File: config.mk
export PLATFORM = sky130hd
export DESIGN_NAME = full_sub_data
export DESIGN_NICKNAME = d
export VERILOG_FILES = /design/src/rtl/full_sub_data.sv
export SDC_FILE = /design/constraint.sdc
export NUM_CORES = 1
export LEC_CHECK = 0
export BUFFER_PORTS_ARGS = -buffer_cell sky130_fd_sc_hd__buf_2
export CAP_MARGIN = 20
export CORE_AREA = 4 4 41 43
export CTS_CLUSTER_DIAMETER = 200
export CTS_CLUSTER_SIZE = 25
export DETAILED_ROUTE_END_ITERATION = 16
export DIE_AREA = 0 0 45 47
export GPL_TIMING_DRIVEN = 0
export HOLD_SLACK_MARGIN = 0.1
export PLACE_DENSITY = 0.42
export SYNTH_ARGS = -nofsm -noshare
export SYNTH_HDL_FRONTEND = slang
export SYNTH_SLANG_ARGS = --single-unit
File: constraint.sdc
create_clock -name clk -period 1.5 [get_ports clk]
set_input_delay 0.075 -clock clk [delete_from_list [all_inputs] [get_ports clk]]
set_output_delay 0.075 -clock clk [all_outputs]
set_load 0.01 [all_outputs]
File: src/rtl/full_sub_data.sv
// full_sub_data: registered WIDTH-bit full subtractor.
//   d = (a - b - bin) mod 2^WIDTH, with borrow-out, zero and signed-overflow flags.
//   Results are captured behind a valid qualifier.
//   A stage whose valid is low holds its previous result.
// Optional build macro FULL_SUB_DATA_PIPE2_EN:
//   adds a second register stage, so latency becomes 2 cycles.
//   Throughput stays at one result per cycle.
module full_sub_data #(
    parameter int WIDTH = 1
) (
    input  logic             clk,
    input  logic             rst,
    input  logic [WIDTH-1:0] a_i,
    input  logic [WIDTH-1:0] b_i,
    input  logic             bin_i,
    input  logic             in_valid_i,
    output logic [WIDTH-1:0] d_o,
    output logic             bout_o,
    output logic             zero_o,
    output logic             ovf_o,
    output logic             out_valid_o
);

    // Sign-extended difference: the low WIDTH bits are the modular result.
    // The top two bits disagree exactly when the signed result leaves the WIDTH-bit range.
    logic [WIDTH:0]   sdiff;
    logic [WIDTH:0]   b_plus_bin;
    logic [WIDTH-1:0] d_d;
    logic             bout_d;
    logic             zero_d;
    logic             ovf_d;

    // Combinational subtract and flag generation for the value about to be captured
    always_comb begin
        sdiff      = {a_i[WIDTH-1], a_i} - {b_i[WIDTH-1], b_i} - {{WIDTH{1'b0}}, bin_i};
        b_plus_bin = {1'b0, b_i} + {{WIDTH{1'b0}}, bin_i};
        d_d        = sdiff[WIDTH-1:0];
        bout_d     = ({1'b0, a_i} < b_plus_bin);
        zero_d     = (sdiff[WIDTH-1:0] == '0);
        ovf_d      = sdiff[WIDTH] ^ sdiff[WIDTH-1];
    end

    logic [WIDTH-1:0] d1_q;
    logic             bout1_q;
    logic             zero1_q;
    logic             ovf1_q;
    logic             v1_q;

    // First stage: capture on in_valid, otherwise hold data and drop valid
    always_ff @(posedge clk or posedge rst) begin
        if (rst) begin
            d1_q    <= '0;
            bout1_q <= 1'b0;
            zero1_q <= 1'b0;
            ovf1_q  <= 1'b0;
            v1_q    <= 1'b0;
        end else begin
            v1_q <= in_valid_i;
            if (in_valid_i) begin
                d1_q    <= d_d;
                bout1_q <= bout_d;
                zero1_q <= zero_d;
                ovf1_q  <= ovf_d;
            end
        end
    end

`ifdef FULL_SUB_DATA_PIPE2_EN
    logic [WIDTH-1:0] d2_q;
    logic             bout2_q;
    logic             zero2_q;
    logic             ovf2_q;
    logic             v2_q;

    // Second stage: same hold-on-invalid behaviour, fed by the first stage
    always_ff @(posedge clk or posedge rst) begin
        if (rst) begin
            d2_q    <= '0;
            bout2_q <= 1'b0;
            zero2_q <= 1'b0;
            ovf2_q  <= 1'b0;
            v2_q    <= 1'b0;
        end else begin
            v2_q <= v1_q;
            if (v1_q) begin
                d2_q    <= d1_q;
                bout2_q <= bout1_q;
                zero2_q <= zero1_q;
                ovf2_q  <= ovf1_q;
            end
        end
    end

    assign d_o         = d2_q;
    assign bout_o      = bout2_q;
    assign zero_o      = zero2_q;
    assign ovf_o       = ovf2_q;
    assign out_valid_o = v2_q;
`else
    assign d_o         = d1_q;
    assign bout_o      = bout1_q;
    assign zero_o      = zero1_q;
    assign ovf_o       = ovf1_q;
    assign out_valid_o = v1_q;
`endif

endmodule

; Word level (Yosys, flattened, before mapping)
; Index checks and enable logic that the tools add are counted.
[word_totals]
register_bits = 5
inputBits = 6
out_inout_bits = 5
word_cells = 11
[classes]
add_sub_neg = 3
n_lt_le_gt_ge = 1
bitwise = 2
[ops]
columns = op, n
row1 = adder 1 x 1 -> 2 bit, 1
row2 = < comparator 1 x 2 -> 1 bit, 1
row3 = subtractor 1 x 1 -> 2 bit, 1
row4 = subtractor 2 x 1 -> 2 bit, 1
row5 = NOT 1 bit, 1
row6 = bitwise XOR 1 bit, 1

; Logic depth before layout (Yosys ltp)
; Gate-level depths: netlist of run 1.
[logic_depth]
ltp_word = 3
mapped_depth = 4
depth_no_buf = 4

; Worst setup path before layout of run 1
; Ideal clock, no wire load.
[synth_path]
kind = in2reg
start = input b_i
end = register ovf1_q, in the netlist ovf_o
setup_ps = 125
arrival_ps = 1008
t_required_ps = 1375
slack_ps = 367
path_stages = 4
n_path_buf = 0
cell_sequence = inv_1 -> fa_1 -> xnor2_1 -> mux2_4
[synth_between]
elab_chain_len = 3
[synth_rtl]
columns = element, line
row1 = start: declaration, 14  ; input logic [WIDTH-1:0] b_i,
row2 = subtractor 1 x 1 -> 2 bit, 35  ; sdiff = {a_i[WIDTH-1], a_i} - {b_i[WIDTH-1], b_i} - {{WIDTH{1'b0}}, bin_i};
row3 = subtractor 2 x 1 -> 2 bit, 35
row4 = bitwise XOR 1 bit, 40  ; ovf_d = sdiff[WIDTH] ^ sdiff[WIDTH-1];
row5 = end signal: assignment, 63  ; ovf1_q <= ovf_d;
row6 = end: declaration, 46  ; logic ovf1_q;
; No other way between the ends.
; A chain may end at the register's enable or synchronous reset.

; Final worst setup path of run 1
; Ends and elaborated chain as after synthesis.

==> results of run 1 <==
## final timing paths
path / start / end / cells after the start
max: b_i / ovf_o$_DFFE_PP0P_ / 5
min: a_i / bout_o$_DFFE_PP0P_ / 3
max reg2reg: ovf_o$_DFFE_PP0P_ / ovf_o$_DFFE_PP0P_ / 1
min reg2reg: ovf_o$_DFFE_PP0P_ / ovf_o$_DFFE_PP0P_ / 1
max in group asynchronous: rst / d_o$_DFFE_PP0P_ / 3
min in group asynchronous: rst / zero_o$_DFFE_PP0P_ / 3
## metrics by stage
| step | setup WS (ns) | hold slack, ns |
|---|---|---|
| global placement | 0.206 | -0.0218 |
| global route | 0.385 | 0.228 |
| finish | 0.437 | 0.236 |
| floorplan | 0.367 | -0.146 |
| CTS | 0.433 | 0.218 |
| detailed placement | 0.186 | -0.0162 |
## state kept, by name (all words and copies together) (netlist names)
register / cells
out_valid_o: 1
zero_o: 1
d_o: 1
ovf_o: 1
bout_o: 1
## what timing repair did
action / 4_1_cts / 5_1_grt
setup buffers: 0 / 0
gates resized for setup: 0 / 0
hold endpoints to repair: 6 / 0
endpoints found under the setup margin: 0 / 0
hold buffers: 2 / 0
## per-layer routing
layer	global-route usage [%]	routed length (um)	vias to the layer above
li1	-	-	82
met5	0	0	-
met4	5.26	0	0
met3	5.75	67	0
met1	6.25	203	80
met2	10.5	240	9
## cells by family after synthesis
| family | share of synthesized area (%) |
|---|---|
| xor gates and xnor gates | 3.74 |
| and+or+nand+nor | 1.60 |
| AOI/OAI and AO/OA | 2.14 |
| buffers and inverters | 6.42 |
| adders and majority gates | 17.1 |
| DFF | 53.5 |
| muxes | 15.5 |
## cells in the mapped netlist
cell type | count | area (um2)
mux2i_1 | 1 | 10.0
a21oi_1 | 1 | 5.00
inv_1 | 4 | 15.0
dfrtp_1 | 5 | 125
nor2_1 | 1 | 3.75
mux2_4 | 1 | 15.0
mux2_2 | 1 | 11.3
fa_1 | 2 | 40.0
xnor2_1 | 1 | 8.76
## worst max-delay path, cell delays in order
cell and delay, ns:
buf_2 0.09, inv_1 0.11, fa_1 0.50, xnor2_1 0.16, mux2_4 0.25
## final cells by class
| class | count | area (um2) | area share [%] |
|---|---|---|---|
| clock buffer | 4 | 26.3 | 7.53 |
| timing repair buffer | 12 | 70.1 | 20.1 |
| tap | 15 | 18.8 | 5.38 |
| multi-input combinational | 8 | 93.8 | 26.9 |
| sequential | 5 | 125 | 35.8 |
| inverter | 4 | 15.0 | 4.30 |
## power groups by stage
stage          clock (uW)  sequential [uW]  combinational (uW)
2_1_floorplan           0              182                40.9
4_1_cts               166              168                99.5
3_3_place_gp            0              169                93.2
3_5_place_dp            0              170                94.4
6_report              153              168                96.5
5_1_grt               185              171                 107
==> flow_summary_export.csv, run 1 <==
group,metric,value,unit
clocking,clockBufferDepth,2,
final_layout,final_nets,42,
global_route,grt_first_pass_wirelength,945,um
power,ir_drop,0.504,mV
global_route,first_global_vias,216,
final_layout,final_area,349,um2
power,switching_share,25.9,%
route,route.detailed.drc,0,
power,seq_power_share,40.2,%
clocking,clkLatencyLatePin,0.24,ns
timing,max_slew_margin,86.8,%
route,drt_iter0_drc,0,
place,dp_hpwl,393,um
timing,tightest_slew,0.197,ns
timing,finalCritPeriodShare,70.8,%
route,wl_per_cell,10.6,um
final_layout,layout-drive-gt1-share,45.5,%
global_route,gr-total-overflow,0,
synthesis,syn_nets,25,
synthesis,yosys_warnings,0,
final_layout,fill_cells,150,
route,wl,510,um
global_route,grt_max_degree,7,
clocking,cts_made_buffers,3,
timing,hold_viol,0,
synthesis,ys_ff_latch,5,
timing,setup_violations,0,
power,p_int,309,uW
place,placed_cells_incl_taps,42,
route,firstDrtPassIters,1,
place,io_buffer_count,10,
final_layout,fin_cells,48,
route,ant_nets,0,
final_layout,mostFrequentLayoutCells,"10 x buf_2, 5 x dfrtp_1, 4 x inv_1",
timing,final.setup.tns,0,ns
floorplanning,start_util,18.0,%
synthesis,yosysSeqAreaShare,53.5,%
worst_setup_path,critical_path.max_fanout,3,
timing,clock.fmax,941,MHz
power,p_leak,0.000180,uW
route,viasPerCell,3.56,
final_layout,final_common_cell,"buf_2",
timing,rsz0062_at_grt,"no",
final_layout,antenna-diode-count,0,
run_status,status,"completed",
worst_setup_path,crit_type,"in -> reg",
worst_setup_path,crit_path_start_kind,"input pin",
clocking,cts_root_buffer,"clkbuf_4",
final_layout,post-route-util,26.8,%
synthesis,syn_avg_cell_area,13.8,um2
clocking,cts_tree,"yes",
worst_hold_path,hold_class,"in -> reg",
power,switchingPower,108,uW
worst_setup_path,r2r_setup_slack,0.75,ns
timing,fin_crit,1.06,ns
place,place_congestion,0.603,
global_route,antenna_found_initial,0,
synthesis,synth_area,234,um2
synthesis,ys_types,9,
clocking,cts_max_level,1,
clocking,clkTransAtPathRegs,0.04,ns
worst_setup_path,end_kind,"flop",
run,cap_violations,0,
power,combPwrFrac,23.1,%
power,power_density,1200,mW/mm2
clocking,cts.sinks,5,
floorplanning,die_area,0.00212,mm2
route,num_vias,171,
global_route,grt_util_all_layers,7.00,%
worst_setup_path,crit_required,1.62,ns
final_layout,area_growth,49.2,%
floorplanning,die_h,47,um
floorplanning,die_w,45,um
place,place_area,303,um2
floorplanning,core-area,0.00130,mm2
worst_setup_path,cp.arrival,1.19,ns
timing,clock_skew,0,ns
timing,finalMaxSlewViolations,0,
floorplanning,ioPinCount,11,
synthesis,synthCells,17,
power,p_clk_share,36.7,%
power,total_power,417,uW
floorplanning,placementRows,13,
(Power assumes the default switching activity.)
==> inputs of run 2 (changes only) <==
- PLACE_DENSITY: 0.42 -> 0.44
- clock period: 1.5 -> 0.94 ns (I/O delays scaled with it)
==> run 2 against run 1 <==
First-iteration DRC count grew 3. The run now ends with negative hold slack left. Count of clock-buffer cells in the layout is 1 lower. Die area is the same. Worst hold slack got worse by 0.24 ns. Combinational power increased by 89%. Cell count is 2.1% higher. Register-to-register slack worse by 0.56 ns. Worst setup slack got worse by 0.44 ns. Critical endpoint unchanged.
==> flow_summary_export.csv, run 2 (same netlist as run 1, synthesis figures left out) <==
group,metric,value,unit
place,place_area,303,um2
place,place_congestion,0.638,
timing,hold_slack,-0.000354,ns
final_layout,fill_cells,150,
worst_setup_path,crit_path_start_kind,"input pin",
final_layout,area_growth,62.6,%
timing,finalMaxSlewViolations,0,
timing,final.setup.tns,0,ns
run,cap_violations,0,
route,firstDrtPassIters,4,
timing,rsz0062_at_grt,"yes",
worst_setup_path,crit_required,1.07,ns
clocking,cts_hold_buf,1,
floorplanning,die_h,47,um
final_layout,area.sequential,125,um2
worst_setup_path,critPathMaxStageDelay,0.59,ns
clocking,cts.sinks,5,
global_route,gr-total-overflow,0,
timing,hold_viol,1,
clocking,clockBufferDepth,2,
worst_setup_path,critical_path.max_fanout,2,
final_layout,layout-drive-gt1-share,61.8,%
timing,setup_violations,0,
final_layout,final_common_cell,"buf_2",
clocking,clkLatencyLatePin,0.25,ns
timing,finalCritPeriodShare,99.9,%
run_status,violations,"negative hold slack",
power,ir_drop,0.686,mV
place,io_buffer_count,10,
route,num_vias,184,
final_layout,multi_input_area,104,um2
final_layout,final_area,380,um2
worst_setup_path,crit_type,"in -> reg",
clocking,cts_made_buffers,3,
clocking,cts_max_level,1,
final_layout,antenna-diode-count,0,
final_layout,post-route-util,29.2,%
final_layout,mostFrequentLayoutCells,"8 x buf_2, 5 x dfrtp_1, 3 x inv_1, 3 x clkbuf_4",
floorplanning,ioPinCount,11,
timing,max_slew_margin,87.6,%
final_layout,final_nets,43,
clocking,clkTransAtPathRegs,0.05,ns
floorplanning,placementRows,13,
timing,tightest_slew,0.186,ns
power,power_density,1850,mW/mm2
route,wl_per_cell,9.76,um
clocking,cts_tree,"yes",
route,drt_iter0_drc,3,
run_status,status,"complete, but fails checks",
global_route,grt_first_pass_wirelength,876,um
floorplanning,die_w,45,um
worst_setup_path,cp.arrival,1.07,ns
floorplanning,start_util,18.0,%
place,post-place-ws,-0.330,ns
timing,clock_skew,0,ns
worst_hold_path,hold_class,"in -> reg",
worst_setup_path,crit_path_top_delay_cell,"fa_2",
worst_setup_path,crit_chain,"buf_6, inv_4, fa_2, xnor2_2, mux2_4",
route,viasPerCell,3.76,
floorplanning,die_area,0.00212,mm2
global_route,grt_util_all_layers,6.45,%
timing,fin_ws,0.000990,ns
timing,fin_crit,0.939,ns
timing,clock.fmax,1060,MHz
route,wl,478,um
floorplanning,core-area,0.00130,mm2
worst_setup_path,end_kind,"flop",
route,ant_nets,0,
global_route,first_global_vias,193,
power,p_leak,0.000196,uW
route,route.detailed.drc,0,
global_route,grt_max_degree,7,
clocking,cts_root_buffer,"clkbuf_4",
global_route,antenna_found_initial,0,
[run 2: where the power goes]
group	leakage [uW]	internal [uW]	switching (uW)	total [uW]
registers	0.0000578	251	16.5	268
clock network	0.0000177	155	99.7	254
logic	0.000120	103	79.0	182
[run 2: critical path: cells and delay by family]
family | cells | cell delay (ns)
xor gates and xnor gates | 1 | 0.08
buffers and inverters | 2 | 0.10
muxes | 1 | 0.25
adders and majority gates | 1 | 0.59
[run 2: per-stage QoR]
step	hold slack, ns	power [uW]	instances
final	-0.000354	704	49
after global routing	-0.000959	756	49
after CTS	-0.00197	697	48
after detailed placement	-0.0471	424	42
after global placement	-0.0550	420	42
after floorplan	-0.174	355	17
[run 2: layout make-up]
| class | instances | share of cell area [%] |
|---|---|---|
| flip-flops and latches | 5 | 32.9 |
| clock inverters | 1 | 1.32 |
| clock buffers | 3 | 5.92 |
| inverters | 4 | 4.61 |
| multi-input cells | 8 | 27.3 |
| well taps | 15 | 4.93 |
| repair buffers | 13 | 23.0 |
[run 2: path summary, 6_finish.rpt]
kind / cells past startpoint / slack (ns) / to / start
worst max-delay path: 5 / 0.001 / ovf_o$_DFFE_PP0P_ / b_i
worst min-delay path: 1 / -0.0004 / out_valid_o$_DFF_PP0_ / in_valid_i
worst max register to register: 1 / 0.19 / ovf_o$_DFFE_PP0P_ / ovf_o$_DFFE_PP0P_
worst min register to register: 1 / 0.51 / ovf_o$_DFFE_PP0P_ / ovf_o$_DFFE_PP0P_
max in group asynchronous: 3 / 0.53 / zero_o$_DFFE_PP0P_ / rst
min in group asynchronous: 3 / 0.23 / bout_o$_DFFE_PP0P_ / rst
[run 2: routing by layer]
metal  wire (um)  up-vias  share of wire, %  global-route usage (%)
met2         199       10                42                    8.47
met1         198       89                41                    6.51
met4           0        0                 0                    3.51
met3          80        0                17                    6.51
li1            -       85                 -                       -
met5           0        -                 0                       0
[run 2: repair_timing]
item / 4_1_cts / 5_1_grt
gates resized for setup: 1 / 5
buffers inserted: 1 / 1
hold endpoints to repair: 8 / 2
setup endpoints to repair: 1 / 2
pin swaps: 1 / 2
==> inputs of run 3 (changes only) <==
- CORE_AREA: 4 4 41 43 -> 2 2 39 41
- DIE_AREA: 0 0 45 47 -> 0 0 41 43
- PLACE_DENSITY: 0.44 -> 0.42
- RECOVER_POWER: unset -> 100
- clock period: 0.94 -> 0.9 ns (I/O delays scaled with it)
==> run 3 against run 2 <==
The flow finishes with violations (negative setup slack). Die area fell by 17%. Global-route usage up 0.94 points. Via count fell by 3.8%. Register-to-register slack got worse by 0.04 ns. Sequential cell count stayed put. Utilization shrank 1.7 points. Power up 3.7%. Non-clock buffer count unchanged. Worst setup slack worse by 0.064 ns. Critical path depth is the same. Largest cell class unchanged.
==> flow_summary_export.csv, run 3 (same netlist as run 1, synthesis figures left out) <==
group,metric,value,unit
run_status,status,"complete, but fails checks",
run_status,violations,"negative setup slack",
route,ant_nets,0,
clocking,cts_max_level,1,
final_layout,antenna-diode-count,0,
timing,tightest_slew,0.182,ns
timing,rsz0062_at_grt,"yes",
final_layout,mostFrequentLayoutCells,"8 x buf_2, 5 x dfrtp_1, 3 x inv_1, 3 x clkbuf_4",
global_route,antenna_found_initial,0,
route,num_vias,177,
timing,clock_skew,0,ns
route,wl_per_cell,10.4,um
worst_setup_path,end_kind,"flop",
route,firstDrtPassIters,2,
floorplanning,core-area,0.00138,mm2
timing,max_slew_margin,87.9,%
worst_setup_path,crit_type,"in -> reg",
floorplanning,die_h,43,um
timing,fin_ws,-0.0626,ns
place,place_area,304,um2
timing,hold_slack,0.0155,ns
clocking,cts.sinks,5,
power,ir_drop,0.495,mV
clocking,clkLatencyLatePin,0.23,ns
final_layout,final_area,380,um2
timing,finalCritPeriodShare,107,%
timing,clock.fmax,1040,MHz
route,viasPerCell,3.54,
clocking,clockBufferDepth,2,
power,power_density,1920,mW/mm2
clocking,cts_made_buffers,3,
floorplanning,die_w,41,um
worst_setup_path,crit_required,1.02,ns
floorplanning,placementRows,14,
clocking,cts_hold_buf,1,
final_layout,layout-drive-gt1-share,58.8,%
floorplanning,ioPinCount,11,
timing,final.setup.tns,-0.0997,ns
clocking,clkTransAtPathRegs,0.04,ns
global_route,grt_first_pass_wirelength,786,um
timing,finalMaxSlewViolations,0,
timing,setup_violations,2,
place,place_congestion,0.650,
route,wl,518,um
clocking,cts_root_buffer,"clkbuf_4",
global_route,first_global_vias,184,
global_route,gr-total-overflow,0,
route,route.detailed.drc,0,
clocking,cts_tree,"yes",
timing,fin_crit,0.963,ns
final_layout,final_common_cell,"buf_2",
place,dp_hpwl,379,um
worst_setup_path,cp.arrival,1.08,ns
global_route,grt_util_all_layers,7.39,%
worst_hold_path,hold_class,"in -> reg",
final_layout,fill_cells,153,
timing,hold_viol,0,
global_route,grt_max_degree,7,
floorplanning,start_util,16.9,%
worst_setup_path,crit_path_start_kind,"input pin",
worst_setup_path,critical_path.max_fanout,2,
run,cap_violations,0,
route,drt_iter0_drc,3,
final_layout,area_growth,62.6,%
final_layout,final_nets,43,
power,p_leak,0.000193,uW
place,io_buffer_count,10,
floorplanning,die_area,0.00176,mm2
run 3: changes by cell type in the layout (fill, tap and decap cells not counted), sizes merged:
cell and change:
clkinv -1, clkbuf +1
run 3: worst paths after layout:
path	start	end	slack, ns	cells after the start
setup / recovery	b_i	ovf_o$_DFFE_PP0P_	-0.06	5
hold / removal	in_valid_i	out_valid_o$_DFF_PP0_	0.02	1
setup reg to reg	ovf_o$_DFFE_PP0P_	ovf_o$_DFFE_PP0P_	0.15	1
hold reg to reg	ovf_o$_DFFE_PP0P_	ovf_o$_DFFE_PP0P_	0.50	1
max in group asynchronous	rst	ovf_o$_DFFE_PP0P_	0.50	3
min in group asynchronous	rst	d_o$_DFFE_PP0P_	0.23	3
run 3: power by group:
| group | leakage (uW) | switching (uW) | internal [uW] | total, uW |
|---|---|---|---|---|
| combinational | 0.000120 | 84.8 | 108 | 192 |
| sequential | 0.0000578 | 19.0 | 263 | 282 |
| clock | 0.0000150 | 88.2 | 167 | 256 |
run 3: critical path, cell delays in order:
cell     delay (ns)
buf_6          0.07
inv_4          0.03
fa_2           0.60
xnor2_2        0.08
mux2_4         0.25
run 3: what timing repair did:
item,CTS,global route
hold endpoints to repair,8,1
pin swaps,1,2
resized for setup,1,5
setup endpoints to repair,1,2
setup buffers,1,1
run 3: final cells by class:
cell class              count  area [um2]  share of cell area [%]
clock buffers               4        26.3                    6.91
inverters                   4        17.5                    4.61
multi-input cells           8         104                    27.3
flip-flops and latches      5         125                    32.9
well taps                  16        20.0                    5.26
repair buffers             13        87.6                    23.0
run 3: through the flow:
stage	setup slack, ns	cells	util [%]	power [uW]
after floorplan	-0.158	17	-	371
after global placement	-0.333	43	22.0	433
after detailed placement	-0.352	43	22.0	441
after CTS	-0.0461	49	25.3	727
after global routing	-0.0720	50	27.5	786
final	-0.0626	50	27.5	730
run 3: layer usage:
metal	routed length, um	vias to the layer above	global-route usage, %
li1	-	84	-
met3	67	0	4.71
met1	230	82	9.57
met4	0	0	6.00
met2	220	11	8.13
met5	0	-	0
